$ cat src/rtl/if_fetch_unit.sv
// Instruction-fetch stage: PC register, next-PC selection, IF/ID pipeline register
// with valid bit, stall/flush handling and a RUN/HALT state for the HALT opcode.
module if_fetch_unit #(
    parameter int unsigned               ADDR_W      = 16,
    parameter int unsigned               INSTR_W     = 16,
    parameter int unsigned               PC_INC      = 2,
    parameter logic [ADDR_W-1:0]         RESET_PC    = '0,
    parameter logic [INSTR_W-1:0]        NOP_INSTR   = '0,
    parameter logic [3:0]                HALT_OPCODE = 4'hF,
    parameter int unsigned               CNT_W       = 16
) (
    input  logic                clk,
    input  logic                rst,
    input  logic                stall,
    input  logic                redirect,
    input  logic [ADDR_W-1:0]   redirect_pc,
    output logic [ADDR_W-1:0]   imem_addr,
    input  logic [INSTR_W-1:0]  imem_rdata,
    output logic [INSTR_W-1:0]  ifid_instr,
    output logic [ADDR_W-1:0]   ifid_pc_next,
    output logic                ifid_valid,
    output logic                halted,
    output logic [CNT_W-1:0]    fetch_count
);

    typedef enum logic {StRun, StHalt} state_e;

    state_e               state_q, state_d;
    logic [ADDR_W-1:0]    pc_q, pc_d;
    logic [INSTR_W-1:0]   instr_q, instr_d;
    logic [ADDR_W-1:0]    pc_next_q, pc_next_d;
    logic                 valid_q, valid_d;
    logic [CNT_W-1:0]     count_q, count_d;

    logic [ADDR_W-1:0]    pc_plus;
    logic                 is_halt;

    assign pc_plus = pc_q + ADDR_W'(PC_INC);
    assign is_halt = (imem_rdata[INSTR_W-1 -: 4] == HALT_OPCODE);

    always_comb begin
        state_d   = state_q;
        pc_d      = pc_q;
        instr_d   = instr_q;
        pc_next_d = pc_next_q;
        valid_d   = valid_q;
        count_d   = count_q;
        if (redirect) begin
            // Flush wins over stall; ifid_pc_next is deliberately left as-is.
            pc_d    = redirect_pc;
            instr_d = NOP_INSTR;
            valid_d = 1'b0;
            state_d = StRun;
        end else if (stall) begin
            // Hold everything; a HALT word seen now is re-evaluated after release.
        end else if (state_q == StHalt) begin
            instr_d = NOP_INSTR;
            valid_d = 1'b0;
        end else begin
            instr_d   = imem_rdata;
            pc_next_d = pc_plus;
            valid_d   = 1'b1;
            count_d   = count_q + CNT_W'(1);
            if (is_halt) begin
                state_d = StHalt;
            end else begin
                pc_d = pc_plus;
            end
        end
    end

    always_ff @(posedge clk or posedge rst) begin
        if (rst) begin
            state_q   <= StRun;
            pc_q      <= RESET_PC;
            instr_q   <= NOP_INSTR;
            pc_next_q <= '0;
            valid_q   <= 1'b0;
            count_q   <= '0;
        end else begin
            state_q   <= state_d;
            pc_q      <= pc_d;
            instr_q   <= instr_d;
            pc_next_q <= pc_next_d;
            valid_q   <= valid_d;
            count_q   <= count_d;
        end
    end

    assign imem_addr    = pc_q;
    assign ifid_instr   = instr_q;
    assign ifid_pc_next = pc_next_q;
    assign ifid_valid   = valid_q;
    assign halted       = (state_q == StHalt);
    assign fetch_count  = count_q;

endmodule

$ cat config.mk
export PLATFORM = sky130hd
export DESIGN_NAME = if_fetch_unit
export DESIGN_NICKNAME = d
export VERILOG_FILES = /design/src/rtl/if_fetch_unit.sv
export SDC_FILE = /design/constraint.sdc
export NUM_CORES = 1
export LEC_CHECK = 0
export ABC_AREA = 0
export CELL_PAD_IN_SITES_DETAIL_PLACEMENT = 1
export CELL_PAD_IN_SITES_GLOBAL_PLACEMENT = 2
export CORE_ASPECT_RATIO = 2
export CORE_UTILIZATION = 30
export DETAILED_ROUTE_END_ITERATION = 16
export HOLD_SLACK_MARGIN = 0.03
export PLACE_DENSITY_LB_ADDON = 0.1
export SYNTH_ARGS = -nofsm -noshare
export SYNTH_HDL_FRONTEND = slang
export SYNTH_SLANG_ARGS = --single-unit
$ cat constraint.sdc
create_clock -name clk -period 4.5 [get_ports clk]
set_input_delay 0.9 -clock clk [delete_from_list [all_inputs] [get_ports clk]]
set_output_delay 0.9 -clock clk [all_outputs]
set_load 0.03 [all_outputs]
Yosys cells after proc, flatten, opt, wreduce, memory -nomap -nowiden
Cells that the tools add are included.
- register bits: 66
- output and inout bits: 66
- input bits: 36
- reduce and logical (&&, ||, !) cells: 2
- bitwise gates (word level): 3
- muxes and demuxes: 14
- $add $sub $neg: 2
- equal/unequal tests: 4
- operators by type and width (kind ; count):
    $mux 16 ; 7
    $add 16x1->16 const B ; 1
    $add 16x2->16 const B ; 1
    $mux 1 ; 7
    $reduce_and 3->1 ; 2
    $eq 4x4->1 const B ; 1
    $ne 2x2->1 const B ; 2
    $not 1->1 ; 3
    $ne 2x1->1 const B ; 1

Logic depth before layout (Yosys ltp)
- depth after elaboration: 5
- depth in mapped cells: 6

Least setup slack after synthesis
OpenSTA, ideal clock, no wires.
- kind: input port to flip-flop
- from: input port redirect
- to: register count_q[13] (netlist: fetch_count[13])
- stages: 4
- library setup time: 0.133 ns
- slack: 2.295 ns
- required time: 4.367 ns
- data arrival time: 2.072 ns
- cell sequence: or4b_1 > nor4_2 > nand3_1 > xnor2_1
- word-level cells in the longest chain between the ends: 2
- RTL lines (item ; RTL line ; source):
    start, declared ; 15 ; input logic redirect,
    $not 1->1 (no source line) ; - ;
    $reduce_and 3->1 (no source line) ; - ;
    end signal, assigned ; 86 ; count_q <= count_d;
    end, declared ; 33 ; logic [CNT_W-1:0] count_q, count_d;
Every way passes these cells.
A chain may end at the register's enable or synchronous reset.

Worst setup path in the final report
- from: input port redirect
- to: register pc_next_q[4] (netlist: ifid_pc_next[4])
- word-level cells in the longest chain between the ends: 2
- RTL lines (item ; RTL line ; source):
    $not 1->1 (no source line) ; - ;
    $reduce_and 3->1 (no source line) ; - ;
    end signal, assigned ; 84 ; pc_next_q <= pc_next_d;
    end, declared ; 31 ; logic [ADDR_W-1:0] pc_next_q, pc_next_d;
Every way passes these cells.

==> metrics.txt <==
achievable frequency about 0.33 GHz; setup violators final 0; Initial DRC Count 122; Initial Util 30.99%; Gate power share roughly 25%; Net Sw Frac between 30 and 40%; area grow syn2layout 47.90%; total number of H-tree levels 3; Die Height between 100 and 150 µm; RSZ-0062 raised after global routing no; WP data required roughly 4.7 ns; Worst-Margin Slew 0.9442 ns; worst-path fanout max 33; outcome finished, final reports clean; share of the yosys chip area belonging to registers 54.23%; PD cells 440.5 nW/µm²; Port Buffers 101; Hold Fails Final Rpt 0; I/O pin total a little over 100; share of layout cells above drive strength 1 under 10%; Syn Area/Cell 10.36 µm²; wire per inst 17.02 µm; Fin Clk Skew approximately 0.0033 ns; most common flop cell mapped by yosys dfrtp_1; gr usage total 18.52%; vias in the first global route between 2000 and 3000; drt pass-1 iters 4; post-synthesis cell count 294; Final Power approximately 2 mW; first-pass GRT wire length 14.53 mm; Reg clk slew, reported paths 0.05 ns; Num CTS Buffers 9; Clock Sinks 66; DRC 0; Max VDD drop 0.0002233 V; full die area between 10000 and 15000 µm²; CTS tree yes; Psw 0.6052 mW; Clock Path Buffers 2; ys async rst share 100.0%; Tcrit/Tclk final between 60% and 70%; minimum clock period around 3.0 ns; Leak 1.886 nW; Int Pwr roughly 1.4 mW; Detailed Route WL 9.053 mm; Synthesized Nets ~330; power share of the sequential group a little under two fifths; Slew HR 36.90%; crit path DAT 3.18 ns; largest net degree at the start of global routing 54; hold buffer count at cts 0; Core ar. 9827 µm²; post-DP HPWL slightly below 7 mm; CP startpoint kind primary input; Hold WC Path Type flip-flop to flip-flop; type of the worst setup path primary input to flip-flop; GP Congestion slightly above 0.8; GR Overflow Total 0; Post-CTS Setup Inserts 0; # resized after CTS 0; # Max-Cap Violations 0; die width roughly 73 µm; row count a little over 50; Yosys warnings 0; Cell variety after synth 38; crit end category flip-flop; Seq cells post-synth 66; antenna violations before repair 0; via count 2634; Clock Latency Late Sink about 0.33 ns; setup total negative slack 0 ns; Slew Viols, Final 0; Clock Root Buffer clkbuf_16; Via density 4.951; antenna viol nets, final 0; Mapped Area ~3000 µm²; nets@finish 433; Post-synth EDFFs 0; part of the power in the clock network around 38%; Antenna diodes 0
[registers in the layout (all words and copies together) (netlist names)]
| register | flops |
|---|---|
| ifid_pc_next | 16 |
| imem_addr | 16 |
| ifid_valid | 1 |
| halted | 1 |
| ifid_instr | 16 |
| fetch_count | 16 |
[per-stage QoR]
step / worst slack, ns / utilization, % / cell area (µm²) / hold slack (ns) / std cells
detailed placement: 1.034 / 42.64 / 4190 / 0.4765 / 516
floorplan: 1.945 / - / 3045 / 0.4581 / 294
finish: 1.480 / 45.84 / 4504 / 0.4745 / 532
global placement: 1.140 / 42.64 / 4190 / 0.4623 / 516
global route: 1.134 / 45.84 / 4504 / 0.5047 / 532
CTS: 1.391 / 45.84 / 4504 / 0.4855 / 532
[synthesized netlist by cell type (all sizes together) (8+ instances only)]
cell    instances  area share, %
nand3          14            2.3
nand4          12            2.5
xor2           14            4.0
and3            8            1.6
dfrtp          66             54
xnor2          21            6.0
clkbuf         11            1.4
o21ai          23            3.8
nor2            9            1.2
nand2          45            5.6
a22o           16            4.6
[power groups by stage]
stage	logic (mW)	clock network (mW)	registers (mW)
finish	0.486	0.744	0.754
CTS	0.494	0.764	0.755
global placement	0.484	0	0.762
global route	0.525	0.791	0.765
detailed placement	0.492	0	0.765
floorplan	0.137	0	0.879
[critical path: stages]
cell and delay, ns:
clkdlybuf4s50_1 0.84, clkinv_1 0.41, nand2_1 0.80, o21ai_0 0.22
[placed cells by master (no fill, tap or decap), types with 4 or more instances in the layout]
cell type / count
and3_1: 8
nor2_1: 8
a22o_1: 16
dfrtp_1: 66
clkdlybuf4s50_1: 101
nand3_1: 14
clkbuf_16: 9
clkbuf_1: 4
xor2_1: 14
o21ai_0: 23
a31oi_1: 5
buf_4: 4
nand4_1: 12
xnor2_1: 21
inv_1: 5
nor4_1: 5
nand2_1: 44
nand2b_1: 4
[logic make-up after synthesis]
logic type	synth area share, %
AND/OR/NAND/NOR	19.84
flip-flops	54.23
buffers and inverters	3.040
AO/OA/AOI/OAI	11.30
multiplexers	0.6984
XOR/XNOR	10.07
adder cells (fa/ha/maj)	0.8216
[final cells by class]
class,instances,area (µm²)
clock buffer,14,254.0
clock inverter,2,60.06
fill,1130,5323
inverter,7,26.28
multi-input combinational,206,1306
sequential,66,1652
tap,132,165.2
timing repair buffer,105,1041
[worst paths after layout]
| check | start | cells after the start | slack, ns | endpoint |
|---|---|---|---|---|
| min in group asynchronous | rst | 2 | 0.85 | ifid_pc_next[15] |
| min reg2reg | fetch_count[15] | 1 | 0.47 | fetch_count[15] |
| min | fetch_count[15] | 1 | 0.47 | fetch_count[15] |
| max reg2reg | imem_addr[1] | 5 | 2.22 | imem_addr[13] |
| max in group asynchronous | rst | 3 | 2.64 | imem_addr[4] |
| max | redirect | 4 | 1.48 | ifid_pc_next[4] |
[routing by layer]
layer | GRT usage [%] | wire [µm] | vias up
met1 | 19.96 | 3430 | 1299
met2 | 33.58 | 5008 | 79
met4 | 8.566 | 244 | 0
li1 | - | - | 1240
met3 | 3.902 | 368 | 16
met5 | 0 | 0 | -
No activity file was read; power rests on OpenSTA's default activity.
